--- src/rtl/mul_seq.sv ---
// Sequential shift-add multiplier for the EX stage; one bit per RUN cycle.
// Optional MUL_EARLY_TERM_EN ends RUN as soon as the remaining multiplier is zero.
module mul_seq #(
  parameter int WIDTH = 64
) (
  input  logic             clk,
  input  logic             reset,
  input  logic             start,
  input  logic [10:0]      funct,
  input  logic [WIDTH-1:0] a,
  input  logic [WIDTH-1:0] b,
  input  logic             flush,
  output logic             stall,
  output logic             busy,
  output logic             done,
  output logic [WIDTH-1:0] result
);

  localparam int CW = (WIDTH > 1) ? $clog2(WIDTH) : 1;
  localparam logic [CW-1:0] LAST = CW'(WIDTH - 1);
  localparam logic [10:0] FUNCT_MUL = 11'b10011011000;

  typedef enum logic [1:0] {
    IDLE,
    RUN,
    DONE
  } state_e;

  state_e state_q, state_d;
  logic [WIDTH-1:0] acc_q, acc_d;
  logic [WIDTH-1:0] mcand_q, mcand_d;
  logic [WIDTH-1:0] mplier_q, mplier_d;
  logic [CW-1:0] cnt_q, cnt_d;

  logic accept;
  logic last;
  logic [WIDTH-1:0] mplier_sh;

  // State and datapath registers, cleared asynchronously on reset
  always_ff @(posedge clk or posedge reset) begin
    if (reset) begin
      state_q  <= IDLE;
      acc_q    <= '0;
      mcand_q  <= '0;
      mplier_q <= '0;
      cnt_q    <= '0;
    end else begin
      state_q  <= state_d;
      acc_q    <= acc_d;
      mcand_q  <= mcand_d;
      mplier_q <= mplier_d;
      cnt_q    <= cnt_d;
    end
  end

  // Next-state, shift-add step and handshake outputs
  always_comb begin
    state_d   = state_q;
    acc_d     = acc_q;
    mcand_d   = mcand_q;
    mplier_d  = mplier_q;
    cnt_d     = cnt_q;
    stall     = 1'b0;
    busy      = 1'b0;
    done      = 1'b0;
    accept    = start && (funct == FUNCT_MUL) && !flush;
    mplier_sh = mplier_q >> 1;
`ifdef MUL_EARLY_TERM_EN
    last      = (cnt_q == LAST) || (mplier_sh == '0);
`else
    last      = (cnt_q == LAST);
`endif
    unique case (state_q)
      IDLE: begin
        if (accept) begin
          stall    = 1'b1;
          acc_d    = '0;
          mcand_d  = a;
          mplier_d = b;
          cnt_d    = '0;
          state_d  = RUN;
        end
      end
      RUN: begin
        stall = 1'b1;
        busy  = 1'b1;
        if (flush) begin
          state_d = IDLE;
        end else begin
          if (mplier_q[0]) acc_d = acc_q + mcand_q;
          mcand_d  = mcand_q << 1;
          mplier_d = mplier_sh;
          cnt_d    = cnt_q + 1'b1;
          if (last) state_d = DONE;
        end
      end
      DONE: begin
        done    = !flush;
        state_d = IDLE;
      end
      default: state_d = IDLE;
    endcase
  end

  assign result = acc_q;

endmodule

--- config.mk ---
export PLATFORM = sky130hd
export DESIGN_NAME = mul_seq
export DESIGN_NICKNAME = d
export VERILOG_FILES = /design/src/rtl/mul_seq.sv
export SDC_FILE = /design/constraint.sdc
export NUM_CORES = 1
export LEC_CHECK = 0
export ABC_AREA = 0
export CAP_MARGIN = 0
export CORE_MARGIN = 1
export CORE_UTILIZATION = 35
export CTS_BUF_LIST = sky130_fd_sc_hd__clkbuf_8
export CTS_CLUSTER_DIAMETER = 200
export DETAILED_ROUTE_END_ITERATION = 16
export PLACE_DENSITY = 0.53
export SKIP_CTS_REPAIR_TIMING = 1
export SYNTH_ARGS = -nofsm -noshare
export SYNTH_HDL_FRONTEND = slang
export SYNTH_SLANG_ARGS = --single-unit
--- constraint.sdc ---
create_clock -name clk -period 8.1 [get_ports clk]
set_input_delay 1.62 -clock clk [delete_from_list [all_inputs] [get_ports clk]]
set_output_delay 1.62 -clock clk [all_outputs]
set_load 0.005 [all_outputs]
==> impl_metrics.json, run 1 <==
{
  "outcome": "finished clean",
  "row_count": 68,
  "synthTopCellsByArea": "dfrtp_1 (41%), nand2_1 (12%), a31oi_1 (7.2%), ha_1 (6.5%), nor2_1 (5.2%)",
  "setup_ws_ns": 3.09,
  "crit_family": "buffers and inverters",
  "slew_violations": 0,
  "grt_max_degree": 254,
  "vias": 11000,
  "syn_avg_cell_area_um2": 8.11,
  "p_leak_nw": 6.44,
  "synthSimpleGateAreaFrac_pct": 22.0,
  "timing.slew.headroom_pct": 32.5,
  "initial_utilization_pct": 35.5,
  "yosys_warnings": 0,
  "path_clk_slew_ns": 0.12,
  "crit_arrival_ns": 3.39,
  "drc": 0,
  "synth_top_area_share_pct": 40.9,
  "setup_viol": 0,
  "place_congestion": 0.857,
  "antenna_found_initial": 5,
  "yosys.area.top_type": "dfrtp_1",
  "numCtsBuffers": 17,
  "die_y_um": 189,
  "clk_latency_ns": 0.51,
  "drive_above_1_share_pct": 4.40,
  "clk_path_buf_depth": 2,
  "synthesis.nets": 1717,
  "crit_buf_inv": 2,
  "synth_area_um2": 12200,
  "r2r_end": "result[49]$_DFFE_PP0P_",
  "io_pins": 210,
  "r2r_cells": 8,
  "synth_compound_area_share_pct": 21.8,
  "period_minus_slack_ns": 5.01,
  "grt_pass1_vias": 10700,
  "synth-seq-cells": 200,
  "cts.sinks": 200,
  "area_growth_pct": 22.6,
  "fmax_mhz": 200,
  "ys_seq_area_share_pct": 40.9,
  "grt_setup_unrepaired": "false",
  "cts_tree": "yes",
  "wl_per_cell_um": 16.4,
  "place_ws_ns": 3.07,
  "cap_violations": 0,
  "p_per_area_nw_per_um2": 130,
  "synthFlopType": "dfrtp_1",
  "synth_xor_area_share_pct": 4.50,
  "drt-total-wl_mm": 34.7,
  "path_cells": "clkdlybuf4s50_1 -> nor4_1 -> nand4_1 -> nand2_1 -> clkdlybuf4s50_1",
  "die_w_um": 189,
  "portBuffers": 209,
  "htreeDepth": 4,
  "crit_fanout": 6,
  "overflow": 0,
  "ir_worst_vdd_mv": 0.0989,
  "grtUsageTotal_pct": 20.1,
  "hp-start": "cnt_q[1]$_DFFE_PP0P_",
  "hold_viol": 0,
  "clock_skew_ns": 0.0225,
  "finalNetCount": 1854,
  "fp.dieArea_um2": 35700,
  "finalSetupTns_ns": 0,
  "hold_path_depth": 2,
  "hpwl_mm": 24.9,
  "dr.pass1.iters": 5,
  "critPathLaunchType": "input pin",
  "synth-edff-count": 0,
  "clockRootBuffer": "clkbuf_8",
  "timing.final.crit_share_pct": 61.9,
  "worstPathRequired_ns": 6.48,
  "synth_top_family_by_area": "simple AND/OR/NAND/NOR gates",
  "grt_pass1_wl_mm": 57.6,
  "ys_async_sr_fraction_pct": 100,
  "synth_adder_area_share_pct": 6.70,
  "drt-initial-drc-count": 671,
  "critical_path_class": "input pin to output pin",
  "synthMuxAreaShare_pct": 0.0920,
  "core-area_um2": 34500,
  "diodes": 0,
  "post_drt_via_cell_ratio": 5.22,
  "holdCritPathClass": "flip-flop to flip-flop",
  "holdPathEnd": "cnt_q[1]$_DFFE_PP0P_",
  "ys_types": 74,
  "r2r_start": "state_q[0]$_DFFE_PP0P_",
  "slowest_delay_ns": 0.54,
  "slowest_stage": "clkdlybuf4s50_1",
  "reg2reg_slack_ns": 4.31,
  "syn_inst": 1509,
  "worstMarginPinSlew_ns": 1.01,
  "cpMostUsedCell": "clkdlybuf4s50_1",
  "end_kind": "output pin",
  "ant_nets": 0
}
-- synth_stat cells (12+ instances only) --
library cell  number
inv_1             22
clkbuf_1          76
xnor2_1           36
buf_2             13
nor2_1           168
nor3_1            13
a31oi_1          140
dfrtp_1          200
nand3_1           12
a21oi_1           65
o21ai_0           77
ha_1              64
nand2_1          379
nand4_1           18
a21o_1            29
xor2_1            25
o22ai_1           18
-- cell families after synthesis --
family                   Yosys count
adder cells (fa/ha/maj)           65
multiplexers                       1
buffers and inverters            120
AO/OA/AOI/OAI                    414
AND/OR/NAND/NOR                  647
XOR/XNOR                          62
flip-flops                       200
-- state kept, by name, summed over array words and instances, names as in the netlist --
signal and count:
mcand_q 64, state_q 2, mplier_q 64, result 64, cnt_q 6
-- how the worst max path moves through the flow --
stage | startpoint | end | cells past startpoint
final | flush | stall | 5
after global routing | flush | stall | 5
after CTS | flush | stall | 5
after detailed placement | flush | stall | 5
after global placement | flush | stall | 5
after floorplan | reset | cnt_q[0]$_DFFE_PP0P_ | 1
-- where the power goes --
group / internal (W) / total [W] / switching [W]
clock network: 0.000282 / 0.000681 / 0.000398
registers: 0.00103 / 0.00106 / 0.0000260
logic: 0.000115 / 0.000221 / 0.000106
total: 0.00143 / 0.00196 / 0.000530
-- metal layers --
layer / vias to the layer above / global-route usage [%] / share of wire (%)
met4: 10 / 4.99 / 1.4
li1: 5557 / - / -
met3: 36 / 5.49 / 6.1
met2: 235 / 30.1 / 44
met1: 5206 / 28.5 / 49
met5: - / 0 / 0.17
-- metrics by stage --
step,power (W),util (%),hold slack (ns),instances,instance area [um2]
after floorplan,0.00119,-,0.457,1509,12200
after global placement,0.00130,42.4,0.477,2082,14600
after detailed placement,0.00130,42.4,0.499,2082,14600
after CTS,0.00199,43.6,0.529,2114,15000
after global routing,0.00205,43.6,0.543,2114,15000
final,0.00196,43.6,0.522,2114,15000
-- placed cells by master (no fill, tap or decap), types with 4 or more instances in the layout --
master and n:
a21boi_0 4, a21o_1 29, a21oi_1 65, a21oi_2 5
a31oi_1 140, a41oi_1 6, and2_1 5, and3_1 8
and4_1 5, buf_4 6, clkbuf_8 17, clkdlybuf4s50_1 209
dfrtp_1 200, ha_1 64, inv_1 22, inv_8 4
nand2_1 378, nand3_1 12, nand4_1 18, nor2_1 166
nor2b_1 10, nor3_1 13, nor4_1 4, o21a_1 10
o21ai_0 77, o21ai_1 7, o21bai_1 10, o22ai_1 17
o31ai_1 10, or2_2 4, xnor2_1 36, xor2_1 25
-- area by class of cell --
| cell class | instances | area (um2) |
|---|---|---|
| clock buffers | 17 | 234 |
| clock inverters | 15 | 169 |
| fillers | 3518 | 19400 |
| inverters | 22 | 92.6 |
| multi-input cells | 1189 | 6790 |
| flip-flops and latches | 200 | 5000 |
| well taps | 455 | 569 |
| repair buffers | 216 | 2160 |
-- worst reg2reg max path: stages (launching register included) --
cell	delay, ns
dfrtp_1	0.50
nand2b_4	0.62
buf_4	0.75
nor2_1	0.41
and2_1	0.36
nor2_4	0.39
buf_4	0.44
nand2_1	0.14
o21ai_0	0.08
(Power assumes the default switching activity.)
==> inputs of run 2 (changes only) <==
==> constraint.sdc (replaced) <==
create_clock -name clk -period 4.74 [get_ports clk]
set_input_delay 0.948 -clock clk [delete_from_list [all_inputs] [get_ports clk]]
set_output_delay 0.948 -clock clk [all_outputs]
set_load 0.005 [all_outputs]
==> impl_metrics.json, run 2 (same netlist as run 1, synthesis figures left out) <==
{
  "outcome": "finished clean",
  "reg2reg_slack_ns": 1.21,
  "post_drt_via_cell_ratio": 5.21,
  "p_leak_nw": 6.50,
  "ant_nets": 0,
  "drt-total-wl_mm": 35.2,
  "slew_violations": 0,
  "io_pins": 210,
  "r2r_cells": 12,
  "r2r_start": "result[16]$_DFFE_PP0P_",
  "clk_path_buf_depth": 2,
  "numCtsBuffers": 17,
  "overflow": 0,
  "layout_commonest_cell": "nand2_1",
  "dr.pass1.iters": 5,
  "ir_worst_vdd_mv": 0.168,
  "fp.dieArea_um2": 35700,
  "route.met2.wl_mm": 15.7,
  "clk_latency_ns": 0.50,
  "slowest_stage": "clkdlybuf4s50_1",
  "top_layer": "met5",
  "timing.slew.headroom_pct": 40.3,
  "timing.final.crit_share_pct": 77.4,
  "slowest_delay_ns": 0.54,
  "hpwl_mm": 25.8,
  "post-place-cells": 2092,
  "path_clk_slew_ns": 0.11,
  "p_per_area_nw_per_um2": 221,
  "final_cell_mix": "nand2_1 (378), clkdlybuf4s50_1 (209), dfrtp_1 (200)",
  "crit_arrival_ns": 2.72,
  "path_cells": "clkdlybuf4s50_1 -> nor4_1 -> nand4_1 -> nand2_1 -> clkdlybuf4s50_1",
  "finalSetupTns_ns": 0,
  "dpl_cell_area_um2": 14700,
  "critPathCapture": "stall",
  "htreeDepth": 4,
  "setup_viol": 0,
  "hold_viol": 0,
  "r2r_end": "result[43]$_DFFE_PP0P_",
  "diodes": 0,
  "worstMarginPinSlew_ns": 0.895,
  "drt-initial-drc-count": 641,
  "instances_no_fill": 2123,
  "portBuffers": 209,
  "area_growth_pct": 23.6,
  "crit_fanout": 6,
  "met1_length_mm": 17.0,
  "period_minus_slack_ns": 3.67,
  "cp-startpoint": "flush",
  "cts_tree": "yes",
  "grt_pass1_vias": 11000,
  "antenna_found_initial": 1,
  "drc": 0,
  "clockRootBuffer": "clkbuf_8",
  "holdCritPathClass": "flip-flop to flip-flop",
  "wl_per_cell_um": 16.6,
  "finalNetCount": 1864,
  "worstPathRequired_ns": 3.79,
  "cpMostUsedCell": "clkdlybuf4s50_1",
  "grt_max_degree": 89,
  "fmax_mhz": 272,
  "end_kind": "output pin",
  "die_w_um": 189,
  "initial_utilization_pct": 35.5,
  "core-area_um2": 34500,
  "critical_path_class": "input pin to output pin",
  "cts.sinks": 200,
  "grtUsageTotal_pct": 20.4,
  "row_count": 68,
  "wl_met3_mm": 2.09,
  "grt_setup_unrepaired": "false",
  "critPathLaunchType": "input pin",
  "cap_violations": 0,
  "die_y_um": 189,
  "clock_skew_ns": 0.0162,
  "vias": 11100,
  "grt_pass1_wl_mm": 58.5,
  "final_design_area_no_fill_um2": 15100,
  "drive_above_1_share_pct": 5.04,
  "place_congestion": 0.860
}
-- run 2: changes by cell type in the layout (fill, tap and decap cells not counted), sizes merged --
cell      before  now
inv           30   25
buf            7   17
clkinvlp       2    1
clkinv         3    8
-- run 2: how the worst min path moves through the flow --
stage,from,to,slack [ns],cells after the start
6_report,cnt_q[1]$_DFFE_PP0P_,cnt_q[1]$_DFFE_PP0P_,0.50,2
5_1_grt,cnt_q[1]$_DFFE_PP0P_,cnt_q[1]$_DFFE_PP0P_,0.55,2
4_1_cts,cnt_q[1]$_DFFE_PP0P_,cnt_q[1]$_DFFE_PP0P_,0.51,2
3_5_place_dp,cnt_q[1]$_DFFE_PP0P_,cnt_q[1]$_DFFE_PP0P_,0.48,2
3_3_place_gp,cnt_q[1]$_DFFE_PP0P_,cnt_q[1]$_DFFE_PP0P_,0.47,2
2_1_floorplan,cnt_q[1]$_DFFE_PP0P_,cnt_q[1]$_DFFE_PP0P_,0.46,2
-- run 2: per-stage QoR --
stage / util [%] / hold WS, ns / power (W) / worst slack [ns]
after floorplan: - / 0.457 / 0.00204 / 1.20
after global placement: 42.8 / 0.475 / 0.00222 / 1.10
after detailed placement: 42.8 / 0.481 / 0.00223 / 1.06
after CTS: 43.9 / 0.507 / 0.00340 / 1.04
after global routing: 43.9 / 0.548 / 0.00352 / 0.891
final: 43.9 / 0.504 / 0.00335 / 1.07
-- run 2: layer usage --
metal,GRT usage [%],vias to the layer above
met1,27.9,5229
li1,-,5567
met3,5.32,24
met2,32.3,248
met4,4.37,2
met5,0,-
-- run 2: layout make-up --
cell class	count	area, um2
Fill cell	3510	19300
Timing Repair Buffer	226	2280
Inverter	22	88.8
Multi-Input combinational cell	1189	6790
Tap cell	455	569
Sequential cell	200	5000
Clock inverter	14	170
Clock buffer	17	234
-- run 2: worst max-delay path: cells and delay by family --
kind	cells	cell delay, ns
buffers and inverters	2	1.04
AND/OR/NAND/NOR	3	0.73
-- run 2: power by group --
part | switching, W | internal, W
Clock | 0.000678 | 0.000482
Combinational | 0.000183 | 0.000199
Sequential | 0.0000449 | 0.00176
Total | 0.000906 | 0.00244
